<file path="src/rtl/serial_add_pkg.sv">
`default_nettype none
// ============================================================================
// Module      : serial_add_pkg
// Description : Shared types and helpers for the bit-serial adder controller.
//               - sadd_state_t : controller state encoding (IDLE/RUN/DONE)
//               - cnt_width    : bit-counter width for a given operand width
//               - bit_inc      : increment built from XOR/AND, so the
//                                controller carries no adder of its own
// Revision    : 1.0 - initial release
// ============================================================================
package serial_add_pkg;

    typedef enum logic [1:0] {
        IDLE = 2'd0,
        RUN  = 2'd1,
        DONE = 2'd2
    } sadd_state_t;

    // Counter must hold 0..w-1.
    function automatic int cnt_width(input int w);
        return (w < 2) ? 1 : $clog2(w);
    endfunction

    // Ripple increment: bit i toggles when all lower bits are one.
    function automatic logic [31:0] bit_inc(input logic [31:0] v);
        logic [31:0] r;
        logic        c;
        r = '0;
        c = 1'b1;
        for (int i = 0; i < 32; i++) begin
            r[i] = v[i] ^ c;
            c    = c & v[i];
        end
        return r;
    endfunction

endpackage
`default_nettype wire

</file>
<file path="src/rtl/serial_add_ctrl_fa.sv">
`default_nettype none
// ============================================================================
// Module      : fullAdder
// Description : Single-bit full adder cell.
//   a, b, cin : addend bits and carry-in
//   s         : sum bit
//   cout      : carry-out
// Revision    : 1.0 - initial release
// ============================================================================
module fullAdder (
    input  logic a,
    input  logic b,
    input  logic cin,
    output logic s,
    output logic cout
);

    assign s    = a ^ b ^ cin;
    assign cout = (a & b) | (cin & (a ^ b));

endmodule
`default_nettype wire

</file>
<file path="src/rtl/serial_add_ctrl.sv">
`default_nettype none
// ============================================================================
// Module      : serial_add_ctrl
// Description : Bit-serial adder controller. Sequences one fullAdder cell over
//               WIDTH cycles (LSB first) to compute a + b + cin.
// Ports       :
//   clk, rst_n        : clock, asynchronous active-low reset
//   start             : request, sampled only while ready=1
//   a, b, cin         : operands, captured on the accepting edge
//   ready / busy      : state IDLE / state RUN
//   done              : one-cycle pulse, results valid
//   sum, cout, ovf    : registered results, held until the next done
// Revision    : 1.0 - initial release
// ============================================================================
module serial_add_ctrl
    import serial_add_pkg::*;
#(
    parameter int WIDTH = 8
) (
    input  logic             clk,
    input  logic             rst_n,
    input  logic             start,
    input  logic [WIDTH-1:0] a,
    input  logic [WIDTH-1:0] b,
    input  logic             cin,
    output logic             ready,
    output logic             busy,
    output logic             done,
    output logic [WIDTH-1:0] sum,
    output logic             cout,
    output logic             ovf
);

    localparam int            CW     = cnt_width(WIDTH);
    localparam logic [CW-1:0] C_LAST = CW'(WIDTH - 1);

    sadd_state_t      r_state;
    sadd_state_t      w_state_nxt;

    logic [WIDTH-1:0] r_a_sh;
    logic [WIDTH-1:0] r_b_sh;
    logic [WIDTH-2:0] r_acc;
    logic             r_carry;
    logic [CW-1:0]    r_cnt;

    logic             w_s_cell;
    logic             w_cout_cell;
    logic             w_last;
    logic [WIDTH-1:0] w_acc_nxt;

    fullAdder u_fa (
        .a    (r_a_sh[0]),
        .b    (r_b_sh[0]),
        .cin  (r_carry),
        .s    (w_s_cell),
        .cout (w_cout_cell)
    );

    assign w_last    = (r_cnt == C_LAST);
    // New sum bit enters at the top; on the last step this is the full result.
    assign w_acc_nxt = {w_s_cell, r_acc};

    // State register
    always_ff @(posedge clk or negedge rst_n) begin
        if (!rst_n) begin
            r_state <= IDLE;
        end else begin
            r_state <= w_state_nxt;
        end
    end

    // Next-state logic
    always_comb begin
        w_state_nxt = r_state;
        case (r_state)
            IDLE:    if (start) w_state_nxt = RUN;
            RUN:     if (w_last) w_state_nxt = DONE;
            DONE:    w_state_nxt = IDLE;
            default: w_state_nxt = IDLE;
        endcase
    end

    // Datapath and result registers
    always_ff @(posedge clk or negedge rst_n) begin
        if (!rst_n) begin
            r_a_sh  <= '0;
            r_b_sh  <= '0;
            r_acc   <= '0;
            r_carry <= 1'b0;
            r_cnt   <= '0;
            sum     <= '0;
            cout    <= 1'b0;
            ovf     <= 1'b0;
        end else begin
            case (r_state)
                IDLE: begin
                    if (start) begin
                        r_a_sh  <= a;
                        r_b_sh  <= b;
                        r_carry <= cin;
                        r_cnt   <= '0;
                    end
                end
                RUN: begin
                    r_a_sh  <= {1'b0, r_a_sh[WIDTH-1:1]};
                    r_b_sh  <= {1'b0, r_b_sh[WIDTH-1:1]};
                    r_acc   <= w_acc_nxt[WIDTH-1:1];
                    r_carry <= w_cout_cell;
                    r_cnt   <= CW'(bit_inc(32'(r_cnt)));
                    if (w_last) begin
                        sum  <= w_acc_nxt;
                        cout <= w_cout_cell;
                        // On the MSB step the carry register is exactly the
                        // carry into the MSB, so no separate latch is needed.
                        ovf  <= r_carry ^ w_cout_cell;
                    end
                end
                default: ;
            endcase
        end
    end

    // Handshake outputs decode state only.
    assign ready = (r_state == IDLE);
    assign busy  = (r_state == RUN);
    assign done  = (r_state == DONE);

endmodule
`default_nettype wire

</file>
<file path="config.mk">
export PLATFORM = sky130hd
export DESIGN_NAME = serial_add_ctrl
export DESIGN_NICKNAME = d
export VERILOG_FILES = /design/src/rtl/serial_add_pkg.sv /design/src/rtl/serial_add_ctrl_fa.sv /design/src/rtl/serial_add_ctrl.sv
export SDC_FILE = /design/constraint.sdc
export NUM_CORES = 1
export LEC_CHECK = 0
export ABC_AREA = 0
export BUFFER_PORTS_ARGS = -buffer_cell sky130_fd_sc_hd__buf_2
export CORE_MARGIN = 8
export CORE_UTILIZATION = 45
export DETAILED_ROUTE_END_ITERATION = 7
export GPL_TIMING_DRIVEN = 0
export PLACE_DENSITY = 0.67
export SLEW_MARGIN = 40
export SYNTH_ARGS = -nofsm -noshare
export SYNTH_HDL_FRONTEND = slang
export SYNTH_HIERARCHICAL = 1
export SYNTH_SLANG_ARGS = --single-unit
</file>
<file path="constraint.sdc">
create_clock -name clk -period 4.4 [get_ports clk]
set_input_delay 0.88 -clock clk [delete_from_list [all_inputs] [get_ports clk]]
set_output_delay 0.88 -clock clk [all_outputs]
set_load 0.02 [all_outputs]
</file>
==> results of run 1 <==
routing by layer:
metal / vias up / track usage / part of all wire
met5: - / 0 / 0
met4: 0 / 0.06296 / 0.017
met3: 4 / 0.02847 / 0.045
met2: 31 / 0.1864 / 0.48
met1: 585 / 0.1500 / 0.46
li1: 567 / - / -
flip-flops by register name, indices dropped and copies added (netlist names):
name and count:
r_b_sh 8, cout 1, sum 8, r_a_sh 8, r_state 2, ovf 1
r_cnt 3, r_acc 7, r_carry 1
kinds of logic (layout without fill, tap and decap cells):
group / after synthesis / after routing / synth area share
flops: 39 / 39 / 0.5583
mux: 17 / 17 / 0.1117
compound gates: 28 / 28 / 0.1432
buf+inv: 18 / 58 / 0.05011
xor+xnor: 1 / 1 / 0.005012
fa+ha+maj: 3 / 3 / 0.02577
simple gates: 30 / 30 / 0.1059
worst reg2reg max path, cell delays in order (launching register included):
cell and delay [ns]:
dfrtp_1 0.41, ha_1 0.21, ha_1 0.23, nand3b_4 0.11, buf_4 0.19, mux2_2 0.35
cells in the mapped netlist (3+ instances only):
cell and n:
buf_2 4, a2bb2oi_1 7, clkbuf_1 3, o22a_1 7, mux2_2 16, inv_1 8, nand3_1 4, nand2_1 4
a22oi_1 3, nor3_1 5, nor2b_1 3, nand3b_1 3, nor3b_1 5, a211oi_2 5, dfrtp_1 39
where the power goes:
part	switching, W	internal, W
registers	0.0000932	0.000532
clock network	0.000127	0.000110
logic	0.000333	0.000329
cell type report:
cell class	instances	share of cell area
Buffer	10	0.02795
Clock buffer	5	0.03341
Inverter	8	0.01458
Clock inverter	3	0.009721
Multi-Input combinational cell	79	0.3323
Tap cell	48	0.02916
Timing Repair Buffer	32	0.07898
Sequential cell	39	0.4739
worst paths after layout:
| kind | startpoint | to | slack [ns] | depth (start not counted) |
|---|---|---|---|---|
| setup / recovery | r_state[1] | done | 1.95 | 4 |
| hold / removal | ovf | ovf | 0.49 | 2 |
| setup reg to reg | r_cnt[0] | sum[7] | 2.79 | 5 |
| hold reg to reg | ovf | ovf | 0.49 | 2 |
| max in group asynchronous | rst_n | sum[7] | 3.52 | 1 |
| min in group asynchronous | rst_n | r_a_sh[4] | 0.55 | 1 |
through the flow:
stage / worst slack, ns / area, um2 / hold WS (ns) / cells
2_1_floorplan: 2.409 / 1748 / 0.4667 / 136
3_3_place_gp: 2.248 / 1968 / 0.4704 / 216
3_5_place_dp: 2.246 / 1971 / 0.4801 / 216
4_1_cts: 1.916 / 2059 / 0.5036 / 224
5_1_grt: 1.827 / 2059 / 0.5266 / 224
6_report: 1.954 / 2059 / 0.4929 / 224
==> impl_metrics.csv, run 1 <==
group,metric,value,unit
detailed_routing,drc,0,
detailed_routing,dr.first_iter.drc_count,93,
finish,final_common_cell,"dfrtp_1",
sta,period_needed,2.446,ns
detailed_routing,num_vias,1187,
power_and_ir_drop,total_leakage_power,0.9562,nW
outcome,outcome,"completed",
clock_network,clockBufferDepth,2,
logic_synthesis,synth_ff_type,"dfrtp_1",
floorplanning,die_area,6135,um2
logic_synthesis,synth_top_area_cell,"dfrtp_1",
sta,tns,0,ns
clock_network,cts_resized,0,
logic_synthesis,synthArstFlopShare,1.000,
logic_synthesis,synth-seq-area-share,0.5583,
finish,multiInputGateArea,684.4,um2
floorplanning,initial_utilization,0.4739,
detailed_routing,antenna_left,0,
sta,slew_viol_final,0,
logic_synthesis,synth_edf_count,0,
power_and_ir_drop,vdd_ir_drop_max,0.2832,mV
logic_synthesis,synth_seq_cells,39,
clock_network,tritoncts,"yes",
clock_network,cts_sinks,39,
finish,nets,198,
sta,fin_crit_sh,0.5558,
logic_synthesis,synth_warnings,6,
clock_network,clk_pin_slew,0.08,ns
critical_path,critPathTopFamily,"buffers and inverters",
logic_synthesis,synth.top_cell.area_share,0.5583,
critical_path,worst-setup-path-type,"reg -> out",
grt,track_usage,0.1194,
logic_synthesis,synth.area.top_cells,"dfrtp_1 (56%), mux2_2 (10%), a211oi_2 (3.6%)",
critical_path,worstPathRequired,3.52,ns
logic_synthesis,syn-instance-count,136,
clock_network,cts-htree-levels,2,
finish,syn2layout_area_growth,17.82,%
critical_path,critPathMaxFanout,10,
run,drv_cap,0,
detailed_routing,first_pass_iters,4,
critical_path,path_buf_inv,3,
sta,report.final.setup_viol,0,
grt,grt_pass1_vias,1286,
clock_network,post_cts_buffers,0,
power_and_ir_drop,total_power,0.001525,W
detailed_routing,wl,3455,um
logic_synthesis,syn_nets,159,
floorplanning,die_h,78.33,um
logic_synthesis,synthesis.area,1748,um2
finish,drive_above_1_share,0.4034,
min_path,worst_hold_path_type,"reg -> reg",
sta,tightest_slew,0.5838,ns
clock_network,cts.hold.buffers_added,0,
critical_path,start_kind,"register",
place,post-dp-hpwl,2527,um
sta,relSlewSlack,0.6093,
place,portBuffers,32,
sta,max_freq,408.9,MHz
sta,rsz0062_at_grt,"no",
critical_path,critPathSlowestCell,"clkbuf_1",
finish,fin_util,0.5583,
finish,seq_area,975.9,um2
finish,fillers,330,
critical_path,path_cells,"buf_2 > clkbuf_1 > nor2b_1 > buf_2",
floorplanning,io_pins,33,
grt,antenna_found_initial,0,
critical_path,end_kind,"primary output",
clock_network,cts_buffers,5,
clock_network,insertion_delay,0.29,ns
floorplanning,core_area,3689,um2
detailed_routing,viasPerCell,5.299,
grt,gr-total-overflow,0,
critical_path,crit_top_cell,"buf_2",
grt,grt_max_degree,40,
finish,antenna_cells,0,
logic_synthesis,ys_types,30,
sta,clock_skew,0.006094,ns
finish,mostFrequentLayoutCells,"dfrtp_1 (39), buf_2 (35), mux2_2 (16)",
logic_synthesis,syn_area_per_cell,12.85,um2
critical_path,cp.arrival,1.57,ns
sta,finalHoldViolCount,0,
floorplanning,die_w,78.33,um
detailed_routing,wire_per_inst,15.42,um
grt,grt_first_pass_wirelength,6023,um
critical_path,slowest_delay,0.36,ns
power_and_ir_drop,p_per_area,740.3,nW/um2
clock_network,root_buffer,"clkbuf_8",
floorplanning,core.rowCount,22,
place,routabilityCongestion,0.7881,
Note: power is estimated with default switching activity, not from simulation.
==> inputs of run 2 (changes only) <==
--- a/config.mk
+++ b/config.mk
@@ -5,13 +5,13 @@
 export SDC_FILE = /design/constraint.sdc
 export NUM_CORES = 1
 export LEC_CHECK = 0
-export ABC_AREA = 0
+export ABC_AREA = 1
 export BUFFER_PORTS_ARGS = -buffer_cell sky130_fd_sc_hd__buf_2
 export CORE_MARGIN = 8
 export CORE_UTILIZATION = 45
 export DETAILED_ROUTE_END_ITERATION = 7
 export GPL_TIMING_DRIVEN = 0
-export PLACE_DENSITY = 0.67
+export PLACE_DENSITY = 0.69
 export SLEW_MARGIN = 40
 export SYNTH_ARGS = -nofsm -noshare
 export SYNTH_HDL_FRONTEND = slang
==> constraint.sdc (replaced) <==
create_clock -name clk -period 2.19 [get_ports clk]
set_input_delay 0.438 -clock clk [delete_from_list [all_inputs] [get_ports clk]]
set_output_delay 0.438 -clock clk [all_outputs]
set_load 0.02 [all_outputs]
==> run 2 against run 1 <==
Against the previous run:
- clock-buffer cell count is 1 higher
- die area is 3.2% higher
- critical path type unchanged
- via count is 27% higher
- combinational power is 100% higher
- non-clock buffer count is 2 lower
- largest power group unchanged
- cell count is 39% higher
- sequential power is 96% higher
- global-route usage is 1.4 points higher
==> impl_metrics.csv, run 2 <==
group,metric,value,unit
logic_synthesis,syn_area_per_cell,8.189,um2
logic_synthesis,synthTopCellsByCount,"nand2_1 (77), dfrtp_1 (39), inv_1 (34), nand3_1 (31), o21ai_0 (9)",
finish,syn2layout_area_growth,17.21,%
logic_synthesis,syn-instance-count,222,
detailed_routing,viasPerCell,4.855,
detailed_routing,dr.first_iter.drc_count,102,
clock_network,clk_pin_slew,0.07,ns
detailed_routing,antenna_left,0,
sta,tightest_slew,0.4876,ns
logic_synthesis,syn_nets,245,
critical_path,end_kind,"primary output",
critical_path,worstPathRequired,1.75,ns
finish,stdcell_area,2131,um2
sta,clock_skew,0.005397,ns
logic_synthesis,synthArstFlopShare,1.000,
clock_network,cts.hold.buffers_added,0,
sta,report.final.setup_viol,0,
finish,reg_top3,"r_a_sh: 8 flops, r_b_sh: 8 flops, sum: 8 flops",
place,routabilityCongestion,0.7562,
sta,fin_crit_sh,0.8567,
clock_network,cts_buffers,5,
floorplanning,die_area,6330,um2
logic_synthesis,yosysMostFrequentCell,"nand2_1",
sta,period_needed,1.876,ns
detailed_routing,first_pass_iters,4,
finish,final_common_cell,"nand2_1",
sta,max_freq,533.0,MHz
min_path,worst_hold_path_type,"in -> async",
critical_path,worst-setup-path-type,"reg -> out",
logic_synthesis,synth.area.top_cells,"dfrtp_1 (54%), nand2_1 (16%), nand3_1 (8.5%)",
finish,drive_above_1_share,0.2107,
clock_network,post_cts_buffers,0,
critical_path,slowest_delay,0.45,ns
finish,fillers,393,
logic_synthesis,synth_seq_cells,39,
sta,rsz0062_at_grt,"no",
finish,seq_area,975.9,um2
sta,layout_setup_ws,0.3138,ns
sta,finalHoldViolCount,0,
clock_network,clockBufferDepth,2,
floorplanning,initial_utilization,0.4611,
clock_network,insertion_delay,0.28,ns
power_and_ir_drop,vdd_ir_drop_max,0.5771,mV
critical_path,critPathSlowestCell,"dfrtp_1",
detailed_routing,wl,3684,um
power_and_ir_drop,total_leakage_power,1.206,nW
finish,multiInputGateArea,659.4,um2
finish,nets,284,
critical_path,path_cells,"inv_2 > buf_2 > nor2_1 > buf_2",
critical_path,path_buf_inv,3,
place,pre_cts_slack,0.6439,ns
finish,antenna_cells,0,
sta,slew_viol_final,0,
sta,whs,0.1143,ns
critical_path,crit_top_cell,"buf_2",
place,post-dp-hpwl,2613,um
clock_network,tritoncts,"yes",
clock_network,cts_resized,0,
grt,antenna_found_initial,0,
critical_path,start_kind,"register",
floorplanning,die_w,79.56,um
clock_network,cts-htree-levels,2,
logic_synthesis,synth_warnings,6,
floorplanning,die_h,79.56,um
clock_network,root_buffer,"clkbuf_8",
grt,grt_max_degree,40,
outcome,outcome,"completed",
finish,mostFrequentLayoutCells,"nand2_1 (77), dfrtp_1 (39), buf_2 (36)",
grt,track_usage,0.1336,
grt,grt_first_pass_wirelength,6803,um
detailed_routing,wire_per_inst,11.85,um
logic_synthesis,synthesis.area,1818,um2
detailed_routing,drc,0,
critical_path,critPathTopFamily,"buffers and inverters",
grt,gr-total-overflow,0,
logic_synthesis,synth-seq-area-share,0.5368,
clock_network,cts_sinks,39,
floorplanning,core.rowCount,23,
logic_synthesis,synth_ff_type,"dfrtp_1",
detailed_routing,num_vias,1510,
finish,fin_util,0.5405,
floorplanning,io_pins,33,
logic_synthesis,synth_top_area_cell,"dfrtp_1",
critical_path,critPathMaxFanout,10,
power_and_ir_drop,p_per_area,1432,nW/um2
critical_path,cp.arrival,1.44,ns
place,placed_cell_area,2043,um2
floorplanning,core_area,3943,um2
place,portBuffers,32,
grt,grt_pass1_vias,1536,
sta,tns,0,ns
logic_synthesis,synth_edf_count,0,
sta,relSlewSlack,0.6749,
logic_synthesis,ys_types,20,
run,drv_cap,0,
logic_synthesis,synth.top_cell.area_share,0.5368,
run 2: cell types whose count changed after synthesis, sizes merged, moves of 7 or more:
| cell | before | now |
|---|---|---|
| a2bb2oi | 7 | 0 |
| inv | 8 | 36 |
| mux2 | 17 | 0 |
| nand2 | 4 | 80 |
| o22a | 7 | 0 |
| o21ai | 2 | 16 |
| nand3 | 4 | 31 |
run 2: path summary, 6_finish.rpt:
path	slack, ns	start	cells past startpoint	to
setup / recovery	0.31	r_state[1]	4	done
setup reg to reg	0.76	r_cnt[0]	5	sum[6]
hold / removal	0.11	rst_n	1	sum[2]
min in group clk	0.40	b[7]	3	r_b_sh[7]
hold reg to reg	0.47	cout	2	cout
max in group asynchronous	1.74	rst_n	1	r_cnt[2]
run 2: area by class of cell:
class	count	area share
Buffer	8	0.02231
Clock inverter	1	0.002349
Multi-Input combinational cell	139	0.3095
Timing Repair Buffer	32	0.07634
Inverter	36	0.06342
Clock buffer	6	0.03876
Tap cell	50	0.02936
Sequential cell	39	0.4580
run 2: report_power, final:
group	internal [W]	switching [W]
sequential	0.00105	0.000180
combinational	0.000505	0.000831
clock	0.000247	0.000234
run 2: worst register-to-register path: stages, from the launching register on:
cell and delay (ns):
dfrtp_1 0.41, ha_1 0.21, ha_1 0.23, nand2_2 0.15
buf_2 0.23, o21ai_1 0.09
run 2: per-stage QoR:
stage / cells / power [W]
after detailed placement: 304 / 0.002597
after CTS: 311 / 0.003094
after global routing: 311 / 0.003359
final: 311 / 0.003050
after floorplan: 222 / 0.002234
after global placement: 304 / 0.002554
run 2: kinds of logic (layout without fill, tap and decap cells):
group,count (synthesis),in the layout,synth area share
xor gates and xnor gates,1,1,0.004818
adders and majority gates,3,3,0.02477
and+or+nand+nor,117,117,0.2753
buffers and inverters,44,83,0.1005
AOI/OAI and AO/OA,18,18,0.05781
DFF,39,39,0.5368
run 2: per-layer routing:
layer,vias up,share of wire,GRT usage
met4,0,0.0065,0.05000
li1,758,-,-
met5,-,0,0
met1,703,0.48,0.1659
met2,47,0.45,0.2078
met3,2,0.067,0.04730
